$ cat src/rtl/shift_add_mult_pkg.sv
// Shared widths and FSM state encoding for the sequential shift-add multiplier.
package shift_add_mult_pkg;

    localparam int unsigned WIDTH = 16;
    localparam int unsigned CNT_W = 4;

    typedef enum logic [1:0] {
        IDLE = 2'd0,
        RUN  = 2'd1,
        DONE = 2'd2
    } state_t;

endpackage

$ cat src/rtl/ripple_carry_adder.sv
// Plain ripple-carry adder: one full-adder cell per bit, carry chained LSB to MSB.
module ripple_carry_adder #(
    parameter int unsigned W = 32
) (
    input  logic [W-1:0] x,
    input  logic [W-1:0] y,
    input  logic         ci,
    output logic [W-1:0] s,
    output logic         co
);

    logic [W:0] c;

    assign c[0] = ci;

    for (genvar i = 0; i < W; i++) begin : g_fa
        assign s[i]   = x[i] ^ y[i] ^ c[i];
        assign c[i+1] = (x[i] & y[i]) | (c[i] & (x[i] ^ y[i]));
    end

    assign co = c[W];

endmodule

$ cat src/rtl/shift_add_multiplier.sv
// Sequential unsigned multiplier: one partial product per cycle over WIDTH cycles,
// valid/ready on both the operand and the product side.
module shift_add_multiplier
    import shift_add_mult_pkg::*;
#(
    parameter int unsigned WIDTH = shift_add_mult_pkg::WIDTH
) (
    input  logic               clk,
    input  logic               rst,
    input  logic               in_valid,
    output logic               in_ready,
    input  logic [WIDTH-1:0]   a,
    input  logic [WIDTH-1:0]   b,
    output logic               out_valid,
    input  logic               out_ready,
    output logic [2*WIDTH-1:0] product,
    output logic               busy
);

    localparam int unsigned PROD_W = 2 * WIDTH;

    state_t             state, state_d;
    logic [PROD_W-1:0]  acc, acc_d;
    logic [PROD_W-1:0]  mcand, mcand_d;
    logic [WIDTH-1:0]   mplier, mplier_d;
    logic [CNT_W-1:0]   cnt, cnt_d;
    logic [PROD_W-1:0]  product_d;
    logic               out_valid_d;
    logic               busy_d;
    logic               in_ready_d;

    logic [PROD_W-1:0]  sum;
    logic               co_unused;

    // Carry-out is dropped: a WIDTH x WIDTH product always fits in 2*WIDTH bits.
    ripple_carry_adder #(
        .W (PROD_W)
    ) u_adder (
        .x  (acc),
        .y  (mcand),
        .ci (1'b0),
        .s  (sum),
        .co (co_unused)
    );

    always_ff @(posedge clk or posedge rst) begin
        if (rst) begin
            state     <= IDLE;
            acc       <= '0;
            mcand     <= '0;
            mplier    <= '0;
            cnt       <= '0;
            product   <= '0;
            out_valid <= 1'b0;
            busy      <= 1'b0;
            in_ready  <= 1'b1;
        end else begin
            state     <= state_d;
            acc       <= acc_d;
            mcand     <= mcand_d;
            mplier    <= mplier_d;
            cnt       <= cnt_d;
            product   <= product_d;
            out_valid <= out_valid_d;
            busy      <= busy_d;
            in_ready  <= in_ready_d;
        end
    end

    always_comb begin
        state_d     = state;
        acc_d       = acc;
        mcand_d     = mcand;
        mplier_d    = mplier;
        cnt_d       = cnt;
        product_d   = product;
        out_valid_d = 1'b0;
        busy_d      = 1'b0;
        in_ready_d  = 1'b0;

        case (state)
            IDLE: begin
                if (in_valid) begin
                    mcand_d  = PROD_W'(a);
                    mplier_d = b;
                    acc_d    = '0;
                    cnt_d    = '0;
                    state_d  = RUN;
                end
            end
            RUN: begin
                acc_d    = mplier[0] ? sum : acc;
                mcand_d  = mcand << 1;
                mplier_d = mplier >> 1;
                cnt_d    = CNT_W'(cnt + 1'b1);
                // Final step: capture the completed sum so product is stable throughout DONE.
                if (cnt == CNT_W'(WIDTH - 1)) begin
                    product_d = acc_d;
                    state_d   = DONE;
                end
            end
            DONE: begin
                if (out_ready) begin
                    state_d = IDLE;
                end
            end
            default: begin
                state_d = IDLE;
            end
        endcase

        // Status flags are registered copies of the next-state decode.
        out_valid_d = (state_d == DONE);
        busy_d      = (state_d == RUN);
        in_ready_d  = (state_d == IDLE);
    end

endmodule
$ cat config.mk
export PLATFORM = sky130hd
export DESIGN_NAME = shift_add_multiplier
export DESIGN_NICKNAME = d
export VERILOG_FILES = /design/src/rtl/shift_add_mult_pkg.sv /design/src/rtl/ripple_carry_adder.sv /design/src/rtl/shift_add_multiplier.sv
export SDC_FILE = /design/constraint.sdc
export NUM_CORES = 1
export LEC_CHECK = 0
export BUFFER_PORTS_ARGS = -buffer_cell sky130_fd_sc_hd__buf_4
export CORE_ASPECT_RATIO = 2
export CORE_MARGIN = 2
export CORE_UTILIZATION = 53
export CTS_CLUSTER_DIAMETER = 120
export DETAILED_ROUTE_END_ITERATION = 12
export PLACE_DENSITY = 0.72
export SYNTH_ARGS = -nofsm -noshare
export SYNTH_HDL_FRONTEND = slang
export SYNTH_SLANG_ARGS = --single-unit
$ cat constraint.sdc
create_clock -name clk -period 16.7 [get_ports clk]
set_clock_uncertainty 0.2 [all_clocks]
set_input_delay 2.505 -clock clk [delete_from_list [all_inputs] [get_ports clk]]
set_output_delay 2.505 -clock clk [all_outputs]
set_load 0.05 [all_outputs]
# --- Word-level counts from Yosys, hierarchy flattened ---
# Index checks and enable logic that the tools add are counted.
classes:
  addsub: 1
  eq_ne: 6
  muxes: 13
  n_bitwise: 154
  reduce_logical: 5
ops:
  columns: ["op", "n"]
  rows:
  - ["32-bit case mux with 2 select lines", 2]
  - ["32-bit 2-to-1 mux", 3]
  - ["1-bit XOR", 63]
  - ["1-bit bitwise AND", 61]
  - ["16-bit case mux with 2 select lines", 1]
  - ["1-bit bitwise OR", 30]
  - ["16-bit 2-to-1 mux", 1]
  - ["4-bit case mux with 2 select lines", 1]
  - ["2-bit 2-to-1 mux", 3]
  - ["2-bit case mux with 3 select lines", 1]
  - ["4-bit by 1-bit adder with 4-bit output, second input constant", 1]
  - ["2-bit by 1-bit equality test with 1-bit output, second input constant", 2]
  - ["2-bit equality test, second input constant", 2]
  - ["4-bit equality test, second input constant", 1]
  - ["2-bit logical NOT", 2]
  - ["4-bit 2-to-1 mux", 1]
  - ["2-bit AND reduction", 2]
  - ["2-bit inequality test, second input constant", 1]
  - ["2-bit nonzero test", 1]
totals:
  reg_bits: 121
  inputBits: 36
  out_inout_bits: 35
  elab_cells: 188

# --- Longest topological paths before layout ---
# Gate-level depths: netlist (run 1).
depth:
  ltp_word: 64
  mapped_depth: 36
  ltp_nobuf: 36

# --- Modules after synthesis ---
# From an unflattened synthesis (run 1), not the netlist that was laid out.
unflattened:
  cells_unflattened: 470
  hier_area_um2: 6092.1
by_module_without_submodules:
  columns: ["mod", "n_inst", "cells_each", "area_per_inst_um2", "seq_area_each_um2"]
  rows:
  - ["shift_add_multiplier", 1, 428, 5413.9, 3029.2]
  - ["ripple_carry_adder", 1, 42, 678.2, 0.0]

# --- Least setup slack after synthesis (run 1) ---
# No wires, ideal clock.
synth_path:
  kind: "reg-to-reg"
  startpoint: "reg acc[0]"
  endpoint: "reg acc[30]"
  setup_ns: 0.122
  arrival_ns: 12.010
  required_ns: 16.378
  setup_slack_ns: 4.368
  path_stages_with_launch: 35
  n_path_buf: 0
  synth_period_minus_slack_ns: 12.332
  cell_sequence: "dfrtp_1 ha_1 inv_1 fa_1 fa_1 fa_1 fa_1 fa_1 fa_1 fa_1 fa_1 fa_1 fa_1 fa_1 fa_1 fa_1 fa_1 fa_1 fa_1 fa_1 fa_1 fa_1 fa_1 fa_1 fa_1 fa_1 fa_1 fa_1 fa_1 fa_1 fa_1 inv_1 fa_1 fa_1 a32o_1"
synth_via:
  elab_chain_len: 62
synth_lines:
  columns: ["item", "line_no", "source"]
  rows:
  - ["start, declared", "shift_add_multiplier.sv:23", "logic [PROD_W-1:0] acc, acc_d;"]
  - ["start signal, assigned", "shift_add_multiplier.sv:49", "acc <= '0;"]
  - ["start signal, assigned", "shift_add_multiplier.sv:59", "acc <= acc_d;"]
  - ["1-bit bitwise AND (2 in a row)", "ripple_carry_adder.sv:18", "assign c[i+1] = (x[i] & y[i]) | (c[i] & (x[i] ^ y[i]));"]
  - ["1-bit bitwise OR", "ripple_carry_adder.sv:18", null]
  - ["1-bit bitwise AND", "ripple_carry_adder.sv:18", null]
  - ["1-bit bitwise OR", "ripple_carry_adder.sv:18", null]
  - ["1-bit bitwise AND", "ripple_carry_adder.sv:18", null]
  - ["1-bit bitwise OR", "ripple_carry_adder.sv:18", null]
  - ["1-bit bitwise AND", "ripple_carry_adder.sv:18", null]
  - ["1-bit bitwise OR", "ripple_carry_adder.sv:18", null]
  - ["[45 not listed]", null, null]
  - ["1-bit bitwise OR", "ripple_carry_adder.sv:18", null]
  - ["1-bit bitwise AND", "ripple_carry_adder.sv:18", null]
  - ["1-bit bitwise OR", "ripple_carry_adder.sv:18", null]
  - ["1-bit bitwise AND", "ripple_carry_adder.sv:18", null]
  - ["1-bit bitwise OR", "ripple_carry_adder.sv:18", null]
  - ["1-bit XOR", "ripple_carry_adder.sv:17", "assign s[i] = x[i] ^ y[i] ^ c[i];"]
  - ["32-bit 2-to-1 mux", "shift_add_multiplier.sv:92", "acc_d = mplier[0] ? sum : acc;"]
  - ["32-bit case mux with 2 select lines", "shift_add_multiplier.sv:81", "case (state)"]
# No other way between the ends.
# A chain may end at the register's enable or synchronous reset.

# --- Final worst setup path (run 1) ---
layout_path:
  startpoint: "reg acc[0]"
  endpoint: "reg product[30]"
layout_via:
  elab_chain_len: 61
layout_lines:
  columns: ["item", "line_no", "source"]
  rows:
  - ["1-bit bitwise AND (2 in a row)", "ripple_carry_adder.sv:18", null]
  - ["1-bit bitwise OR", "ripple_carry_adder.sv:18", null]
  - ["1-bit bitwise AND", "ripple_carry_adder.sv:18", null]
  - ["1-bit bitwise OR", "ripple_carry_adder.sv:18", null]
  - ["1-bit bitwise AND", "ripple_carry_adder.sv:18", null]
  - ["1-bit bitwise OR", "ripple_carry_adder.sv:18", null]
  - ["1-bit bitwise AND", "ripple_carry_adder.sv:18", null]
  - ["1-bit bitwise OR", "ripple_carry_adder.sv:18", null]
  - ["[44 not listed]", null, null]
  - ["1-bit bitwise AND", "ripple_carry_adder.sv:18", null]
  - ["1-bit bitwise OR", "ripple_carry_adder.sv:18", null]
  - ["1-bit bitwise AND", "ripple_carry_adder.sv:18", null]
  - ["1-bit bitwise OR", "ripple_carry_adder.sv:18", null]
  - ["1-bit bitwise AND", "ripple_carry_adder.sv:18", null]
  - ["1-bit bitwise OR", "ripple_carry_adder.sv:18", null]
  - ["1-bit XOR", "ripple_carry_adder.sv:17", null]
  - ["32-bit 2-to-1 mux", "shift_add_multiplier.sv:92", null]
  - ["end signal, assigned", "shift_add_multiplier.sv:63", "product <= product_d;"]
  - ["end, declared", "shift_add_multiplier.sv:16", "output logic [2*WIDTH-1:0] product,"]
# No other way between the ends.

==> results of run 1 <==
## power by group through the flow
stage | Sequential, mW | Combinational (mW) | Clock (mW)
finish | 0.501 | 0.653 | 0.351
detailed placement | 0.504 | 0.656 | 0
global placement | 0.497 | 0.634 | 0
global route | 0.518 | 0.723 | 0.370
CTS | 0.502 | 0.660 | 0.356
floorplan | 0.596 | 0.388 | 0
## per-stage QoR
stage	setup slack, ns	hold WS [ns]	area (µm²)	utilization
after floorplan	4.37	0.250	5940	-
final	3.81	0.288	7080	0.646
after global routing	3.31	0.305	7080	0.646
after detailed placement	3.85	0.271	6510	0.595
after CTS	3.83	0.289	7080	0.646
after global placement	4.03	0.264	6510	0.595
## routing by layer
metal  up-vias  global-route usage  wire length [µm]
met5         -                   0                 0
met4         0               0.101               302
met3        21              0.0370               353
met2        90               0.396              7000
met1      2057               0.266              4820
li1       1899                   -                 -
## worst paths after layout
path	start	to	slack [ns]	depth (start not counted)
worst max-delay path	acc[0]	product[30]	3.81	35
worst min-delay path	mplier[2]	mplier[2]	0.29	2
worst max register to register	acc[0]	product[30]	3.81	35
worst min register to register	mplier[2]	mplier[2]	0.29	2
max in group asynchronous	rst	mplier[0]	12.92	3
min in group asynchronous	rst	product[24]	1.96	2
## sequential cells by signal (all words and copies together) (netlist names)
register	cells
out_valid	1
cnt	4
mplier	16
product	32
in_ready	1
acc	32
mcand	32
state	2
busy	1
## layout make-up
cell class	instances	share of cell area
multi-input combinational	308	0.355
inverter	60	0.0322
sequential	121	0.428
tap	140	0.0248
timing repair buffer	75	0.0796
clock inverter	9	0.0138
clock buffer	23	0.0661
## cell families after synthesis
kind of cell,after synthesis,share of synthesized area
AO/OA/AOI/OAI,153,0.168
XOR/XNOR,1,0.00147
adder cells (fa/ha/maj),32,0.105
buffers and inverters,95,0.0705
flip-flops,121,0.510
multiplexers,39,0.0867
AND/OR/NAND/NOR,83,0.0583
## critical path, delay by kind of cell (launching register included)
kind	cells	cell delay (ns)
buffers and inverters	2	0.13
AO/OA/AOI/OAI	1	0.08
adder cells (fa/ha/maj)	31	11.84
flip-flops	1	0.36
multiplexers	1	0.15
## layout by cell type (no fill, tap or decap), types with 2 or more instances in the layout
cell,netlist,routed
a21o_1,2,2
a21oi_1,29,29
a22o_1,3,3
a22oi_1,30,30
a31oi_1,2,2
a32o_1,4,4
buf_4,0,75
bufinv_16,0,2
clkbuf_1,19,4
clkbuf_16,0,17
clkbuf_8,0,2
clkinv_2,0,6
dfrtp_1,120,119
fa_1,30,30
ha_1,2,2
inv_1,60,59
mux2_2,4,4
mux2_4,24,24
mux2i_1,11,11
nand2_1,51,51
nand3_1,2,2
nor2_1,21,21
nor2b_1,3,2
o21ai_0,50,50
o2bb2ai_1,28,28
==> reports/results.ini, run 1 <==
[setup_path]
crit_top_cell = fa_1
setup.worst_path.end_class = flop
worstPathRequired_ns = 16.76
crit_type = flop to flop
max_stage_delay_ns = 0.43
cp_max_fo = 3
cpMaxStageDelayCell = fa_1
start_kind = flop
cp.arrival_ns = 12.96

[power_and_ir_drop]
total_power_mw = 1.50
p_sw_frac = 0.407
p_switching_uw = 612
clockPowerShare = 0.233
p_comb_frac = 0.434
p_leak_nw = 3.11
p_int_uw = 893
power_frac_seq = 0.333
power_density_mw_per_mm2 = 213
vdd_drop_max_mv = 0.124

[timing]
max_freq_ghz = 0.0776
worst-slew-pin-transition_ns = 1.23
finalSetupTns_ns = 0
slew_headroom = 0.179
period_minus_slack_ns = 12.89
drv_slew = 0
fin_crit_sh = 0.772
rsz0062_at_grt = false
final_hold_viol_count = 0
setup_violations = 0

[clock_tree]
cts-buffers-inserted = 17
cts.clk_slew.worst_paths_ns = 0.05
holdBufCountCts = 0
cts_resized = 0
clockBufferDepth = 2
postCtsSetupBuffers = 0
cts_tree = built
h-tree-depth = 4
clock-sinks = 121
root_buffer = clkbuf_16
clk_latency_ns = 0.41

[layout]
synthToLayoutAreaGrowth_pct = 19.0
drive_gt1_frac = 0.235
multi_input_area_mm2 = 0.00251
instances_no_fill = 736
regArea_mm2 = 0.00303
num_antenna_cells = 0
nNetsFinal = 651
fillers = 855

[synthesis]
ys_top_cells_by_count = dfrtp_1 (120), inv_1 (60), nand2_1 (51), o21ai_0 (50)
synth_seq_area_share = 0.510
synthCells = 524
synth_edf_count = 0
synthTopCellsByArea = dfrtp_1 (51%), fa_1 (10%), mux2_4 (6.1%)
synth_ff_type = dfrtp_1
synth_warnings = 0
synth-seq-cells = 121
synth.distinct_cells = 37
syn_nets = 592
netlist_area_mm2 = 0.00594
synth.most_common_cell = dfrtp_1
ys_async_sr_fraction = 1.00
syn_avg_cell_area_um2 = 11.3
synth_top_area_share = 0.505
synth_top_area_cell = dfrtp_1

[grt]
grt_first_pass_wirelength_um = 21100
track_usage = 0.225
grt_pass1_vias = 4358
grt_remaining_overflow = 0
antenna_found_initial = 0
grt_max_degree = 75

[floorplanning]
num_rows = 54
die_w_um = 78.9
die-area_mm2 = 0.0121
start_util = 0.543
core_area_mm2 = 0.0109
chipHeight_um = 154
io-pin-count = 71

[route]
routedWlPerCell_um = 16.9
first_pass_iters = 5
finalWirelength_um = 12500
ant_nets = 0
drt_iter0_markers = 227
vias = 4067
route.detailed.drc = 0
via_per_inst = 5.53

[placed_design]
gp_congestion = 0.800
dp_cells = 704
place_hpwl_um = 8350
port_buffers = 70

[hold_path]
worstHoldPathType = flop to flop

[status]
outcome = finished clean

[run]
cap_violations = 0

Note: power is estimated with default switching activity, not from simulation.
==> run 2: changes to the inputs <==
Clock period 16.7 ns to 13.2 ns, I/O delays scaled along.
==> run 2 against run 1 <==
Sequential cell count did not move. Die area stayed put. Global-route usage shrank 0.21 points. Utilization increased by 0.14 points. Via count is 0.27% higher. Critical path depth is the same. Combinational power increased by 27%. Power is 27% higher. Count of clock-buffer cells in the layout did not move. Critical path type unchanged.
==> reports/results.ini, run 2 (same netlist as run 1, synthesis figures left out) <==
[clock_tree]
clk_latency_ns = 0.41  ; about the same
cts.clk_slew.worst_paths_ns = 0.05  ; about the same
root_buffer = clkbuf_16  ; unchanged
cts_tree = built  ; unchanged
clock-sinks = 121  ; unchanged
cts-buffers-inserted = 17  ; unchanged
h-tree-depth = 4  ; unchanged
clockBufferDepth = 2  ; unchanged

[hold_path]
holdPathEnd = mcand[26]  ; was mplier[2]
holdPathStages = 2  ; unchanged
worstHoldPathType = flop to flop  ; unchanged
hold_path_startpoint = mcand[26]  ; was mplier[2]

[route]
drt_iter0_markers = 231  ; was 227
routedWlPerCell_um = 16.9  ; about the same
first_pass_iters = 5  ; unchanged
via_per_inst = 5.54  ; was 5.53
vias = 4078  ; was 4067
finalWirelength_um = 12400  ; was 12500 µm
ant_nets = 0  ; unchanged
route.detailed.drc = 0  ; unchanged

[placed_design]
place_hpwl_um = 8290  ; was 8350 µm
port_buffers = 70  ; unchanged
gp_congestion = 0.800  ; about the same

[setup_path]
timing.rr.end = product[30]  ; unchanged
start_kind = flop  ; unchanged
setup.worst_path.end_class = flop  ; unchanged
cpMaxStageDelayCell = fa_2  ; was fa_1
worstPathRequired_ns = 13.26  ; was 16.76 ns
crit_type = flop to flop  ; unchanged
rrSetupSlack_ns = 0.42  ; was 3.81 ns
worst_path_dominant_cell_family = adder cells  ; unchanged
max_stage_delay_ns = 0.44  ; was 0.43 ns
r2r_cells = 35  ; unchanged
path_buf_inv = 2  ; unchanged
crit_top_cell = fa_1  ; unchanged
cp.arrival_ns = 12.84  ; was 12.96 ns
cp_max_fo = 3  ; unchanged
r2r_start = acc[0]  ; unchanged

[layout]
drive_gt1_frac = 0.242  ; was 0.235
synthToLayoutAreaGrowth_pct = 19.3  ; was 19.0%
fillers = 846  ; was 855
most-common-layout-cells = dfrtp_1 (119), buf_4 (75), inv_1 (59)  ; unchanged
final_common_cell = dfrtp_1  ; unchanged
num_antenna_cells = 0  ; unchanged
nNetsFinal = 651  ; unchanged
largestRegisters = acc x32, mcand x32, product x32  ; unchanged
regArea_mm2 = 0.00303  ; unchanged
multi_input_area_mm2 = 0.00253  ; was 0.00251 mm²

[timing]
finalSetupTns_ns = 0  ; unchanged
finalHoldWorstSlack_ns = 0.286  ; was 0.288 ns
fin_crit_sh = 0.969  ; was 0.772
slew_headroom = 0.180  ; was 0.179
rsz0062_at_grt = false  ; unchanged
period_minus_slack_ns = 12.78  ; was 12.89 ns
max_freq_ghz = 0.0782  ; was 0.0776 GHz
drv_slew = 0  ; unchanged
final_hold_viol_count = 0  ; unchanged
setup_violations = 0  ; unchanged
worst-slew-pin-transition_ns = 1.23  ; about the same

[grt]
grt_pass1_vias = 4303  ; was 4358
grt_remaining_overflow = 0  ; unchanged
track_usage = 0.223  ; was 0.225
grt_max_degree = 75  ; unchanged
antenna_found_initial = 0  ; unchanged
grt_first_pass_wirelength_um = 20900  ; was 21100 µm

[floorplanning]
core_area_mm2 = 0.0109  ; unchanged
start_util = 0.543  ; unchanged
die-area_mm2 = 0.0121  ; unchanged
num_rows = 54  ; unchanged
chipHeight_um = 154  ; unchanged
io-pin-count = 71  ; unchanged
die_w_um = 78.9  ; unchanged

[run]
cap_violations = 0  ; unchanged

[power_and_ir_drop]
power_density_mw_per_mm2 = 269  ; was 213 mW/mm²
vdd_drop_max_mv = 0.152  ; was 0.124 mV
p_leak_nw = 3.11  ; about the same

[status]
outcome = finished clean  ; unchanged

-- run 2: power by group --
group / total [mW] / internal (mW) / switching (mW)
combinational: 0.827 / 0.326 / 0.502
sequential: 0.634 / 0.520 / 0.114
clock: 0.443 / 0.286 / 0.158
total: 1.90 / 1.13 / 0.773
-- run 2: area by class of cell --
| type | instances | area share |
|---|---|---|
| clock inverters | 9 | 0.0138 |
| clock buffers | 23 | 0.0660 |
| multi-input cells | 308 | 0.357 |
| flip-flops and latches | 121 | 0.427 |
| well taps | 140 | 0.0247 |
| inverters | 60 | 0.0321 |
| repair buffers | 75 | 0.0794 |
-- run 2: repair_timing --
item                       in CTS  in global routing
setup endpoints to repair       0                  4
resized for setup               0                  4
hold buffers                    0                  0
buffers inserted                0                  0
-- run 2: worst reg2reg max path, delay by kind of cell, from the launching register on --
| kind | cells | cell delay (ns) |
|---|---|---|
| adders and majority gates | 31 | 11.71 |
| buffers and inverters | 2 | 0.13 |
| DFF | 1 | 0.36 |
| AOI/OAI and AO/OA | 1 | 0.08 |
| muxes | 1 | 0.15 |
-- run 2: worst max-delay path by stage --
| stage | start | end | slack [ns] | depth (start not counted) |
|---|---|---|---|---|
| after floorplan | acc[0] | acc[30] | 0.87 | 34 |
| after global placement | acc[0] | product[31] | 0.53 | 36 |
| after detailed placement | acc[0] | product[30] | 0.38 | 35 |
| after CTS | mcand[0] | product[30] | 0.35 | 35 |
| after global routing | acc[0] | product[31] | 0.008 | 36 |
| final | acc[0] | product[30] | 0.42 | 35 |
-- run 2: routing by layer --
metal / global-route usage / vias up / share of wire / routed length, µm
met3: 0.0434 / 20 / 0.034 / 425
met1: 0.265 / 2079 / 0.38 / 4680
met2: 0.393 / 87 / 0.57 / 7060
met5: 0 / - / 0 / 0
li1: - / 1892 / - / -
met4: 0.0854 / 0 / 0.021 / 265
-- run 2: per-stage QoR --
step | cell area, µm² | std cells | utilization | setup slack [ns] | total power [mW]
after global placement | 6510 | 704 | 0.595 | 0.530 | 1.43
after CTS | 7080 | 736 | 0.646 | 0.353 | 1.92
after floorplan | 5940 | 524 | - | 0.868 | 1.24
final | 7090 | 736 | 0.648 | 0.416 | 1.90
after global routing | 7090 | 736 | 0.648 | 0.00757 | 2.04
after detailed placement | 6510 | 704 | 0.595 | 0.380 | 1.47
==> run 3: changes to the inputs <==
Settings changed: BUFFER_PORTS_ARGS -buffer_cell sky130_fd_sc_hd__buf_4 to -buffer_cell sky130_fd_sc_hd__buf_2, CAP_MARGIN set to 0.
==> run 3 against run 2 <==
Worst hold slack worse by 0.00060 ns. Critical path depth unchanged. Sequential cell count unchanged. Via count down 0.22%. Sequential share of layout area up 0.47 points. Combinational power down 3.6%. Count of clock-buffer cells in the layout down 4. Power up 2.1%. Non-clock buffer count up 1. Maximum frequency about the same.
==> reports/results.ini, run 3 (same netlist as run 1, synthesis figures left out) <==
[timing]
setup_violations = 0  ; unchanged
max_freq_ghz = 0.0783  ; was 0.0782 GHz
rsz0062_at_grt = false  ; unchanged
finalSetupTns_ns = 0  ; unchanged
slew_headroom = 0.181  ; was 0.180
final_hold_viol_count = 0  ; unchanged
drv_slew = 0  ; unchanged
period_minus_slack_ns = 12.78  ; about the same
fin_crit_sh = 0.968  ; was 0.969
finalHoldWorstSlack_ns = 0.285  ; was 0.286 ns
worst-slew-pin-transition_ns = 1.22  ; was 1.23 ns
fin_ws_ns = 0.425  ; was 0.416 ns

[layout]
synthToLayoutAreaGrowth_pct = 18.0  ; was 19.3%
drive_gt1_frac = 0.253  ; was 0.242
instances_no_fill = 737  ; was 736
regArea_mm2 = 0.00303  ; unchanged
postLayoutCoreUtil = 0.641  ; was 0.648
most-common-layout-cells = dfrtp_1 (119), buf_2 (70), inv_1 (59)  ; was dfrtp_1 (119), buf_4 (75), inv_1 (59)
num_antenna_cells = 0  ; unchanged
postLayoutCellArea_mm2 = 0.00701  ; was 0.00709 mm²
multi_input_area_mm2 = 0.00253  ; about the same
fillers = 861  ; was 846
final_common_cell = dfrtp_1  ; unchanged
largestRegisters = acc x32, mcand x32, product x32  ; unchanged
nNetsFinal = 652  ; was 651

[placed_design]
post_dp_cell_area_mm2 = 0.00633  ; was 0.00651 mm²
place_hpwl_um = 8120  ; was 8290 µm
port_buffers = 70  ; unchanged
pre_cts_ws_ns = 0.287  ; was 0.380 ns
dp_cells = 703  ; was 704
gp_congestion = 0.827  ; was 0.800

[power_and_ir_drop]
p_sw_frac = 0.403  ; was 0.406
power_frac_seq = 0.329  ; was 0.333
clockPowerShare = 0.261  ; was 0.233
total_power_mw = 1.94  ; was 1.90 mW
p_leak_nw = 3.11  ; about the same
vdd_drop_max_mv = 0.149  ; was 0.152 mV
p_int_mw = 1.16  ; was 1.13 mW
power_density_mw_per_mm2 = 277  ; was 269 mW/mm²
p_switching_uw = 783  ; was 773 µW
p_comb_frac = 0.410  ; was 0.434

[floorplanning]
die-area_mm2 = 0.0121  ; unchanged
io-pin-count = 71  ; unchanged
num_rows = 54  ; unchanged
chipHeight_um = 154  ; unchanged
start_util = 0.543  ; unchanged
core_area_mm2 = 0.0109  ; unchanged
die_w_um = 78.9  ; unchanged

[grt]
track_usage = 0.225  ; was 0.223
grt_remaining_overflow = 0  ; unchanged
antenna_found_initial = 0  ; unchanged
grt_max_degree = 76  ; was 75
grt_first_pass_wirelength_um = 21200  ; was 20900 µm
grt_pass1_vias = 4366  ; was 4303

[clock_tree]
h-tree-depth = 4  ; unchanged
clockBufferDepth = 2  ; unchanged
holdBufCountCts = 0  ; unchanged
cts_tree = built  ; unchanged
root_buffer = clkbuf_16  ; unchanged
clock-sinks = 121  ; unchanged
clk_latency_ns = 0.41  ; about the same
cts-buffers-inserted = 17  ; unchanged
cts.clk_slew.worst_paths_ns = 0.06  ; was 0.05 ns

[route]
first_pass_iters = 5  ; unchanged
route.detailed.drc = 0  ; unchanged
routedWlPerCell_um = 17.0  ; was 16.9 µm
finalWirelength_um = 12500  ; was 12400 µm
drt_iter0_markers = 246  ; was 231
ant_nets = 0  ; unchanged
vias = 4069  ; was 4078
via_per_inst = 5.52  ; was 5.54

[setup_path]
worstPathRequired_ns = 13.26  ; about the same
crit_type = flop to flop  ; unchanged
cpMaxStageDelayCell = fa_2  ; unchanged
setup.worst_path.end_class = flop  ; unchanged
crit_top_cell = fa_1  ; unchanged
max_stage_delay_ns = 0.45  ; was 0.44 ns
cp_max_fo = 3  ; unchanged
cp.arrival_ns = 12.84  ; about the same
start_kind = flop  ; unchanged

[run]
cap_violations = 0  ; unchanged

[status]
outcome = finished clean  ; unchanged

[hold_path]
worstHoldPathType = flop to flop  ; unchanged

-- run 3: area by class of cell --
cell class | instances | area share
Sequential cell | 121 | 0.432
Multi-Input combinational cell | 308 | 0.361
Clock buffer | 19 | 0.0646
Timing Repair Buffer | 76 | 0.0564
Inverter | 60 | 0.0325
Clock inverter | 13 | 0.0284
Tap cell | 140 | 0.0250
-- run 3: repair_timing --
| action | 4_1_cts | 5_1_grt |
|---|---|---|
| resized for setup | 0 | 6 |
| setup endpoints to repair | 0 | 4 |
| setup buffers | 0 | 2 |
| hold endpoints to repair | 0 | 0 |
-- run 3: critical path, delay by kind of cell (launching register included) --
family	cells	cell delay, ns
adders and majority gates	31	11.68
DFF	1	0.37
muxes	1	0.15
buffers and inverters	2	0.13
AOI/OAI and AO/OA	1	0.09
-- run 3: final timing paths --
path / startpoint / end / slack [ns] / cells past startpoint
worst max-delay path: acc[0] / product[30] / 0.42 / 35
min in group asynchronous: rst / product[23] / 1.44 / 2
max in group asynchronous: rst / mplier[0] / 9.93 / 3
worst min-delay path: mplier[1] / mplier[1] / 0.29 / 2
worst min register to register: mplier[1] / mplier[1] / 0.29 / 2
worst max register to register: acc[0] / product[30] / 0.42 / 35
-- run 3: metal layers --
layer | part of all wire | vias to the layer above | global-route usage
met4 | 0.018 | 0 | 0.0821
met2 | 0.56 | 102 | 0.392
met1 | 0.39 | 2053 | 0.273
met3 | 0.037 | 18 | 0.0458
met5 | 0 | - | 0
li1 | - | 1896 | -
-- run 3: power groups by stage --
| stage | Sequential (mW) | Combinational, mW | Clock, mW |
|---|---|---|---|
| finish | 0.639 | 0.797 | 0.508 |
| global route | 0.661 | 0.882 | 0.531 |
| CTS | 0.639 | 0.802 | 0.515 |
| detailed placement | 0.642 | 0.791 | 0 |
| global placement | 0.634 | 0.762 | 0 |
| floorplan | 0.754 | 0.490 | 0 |
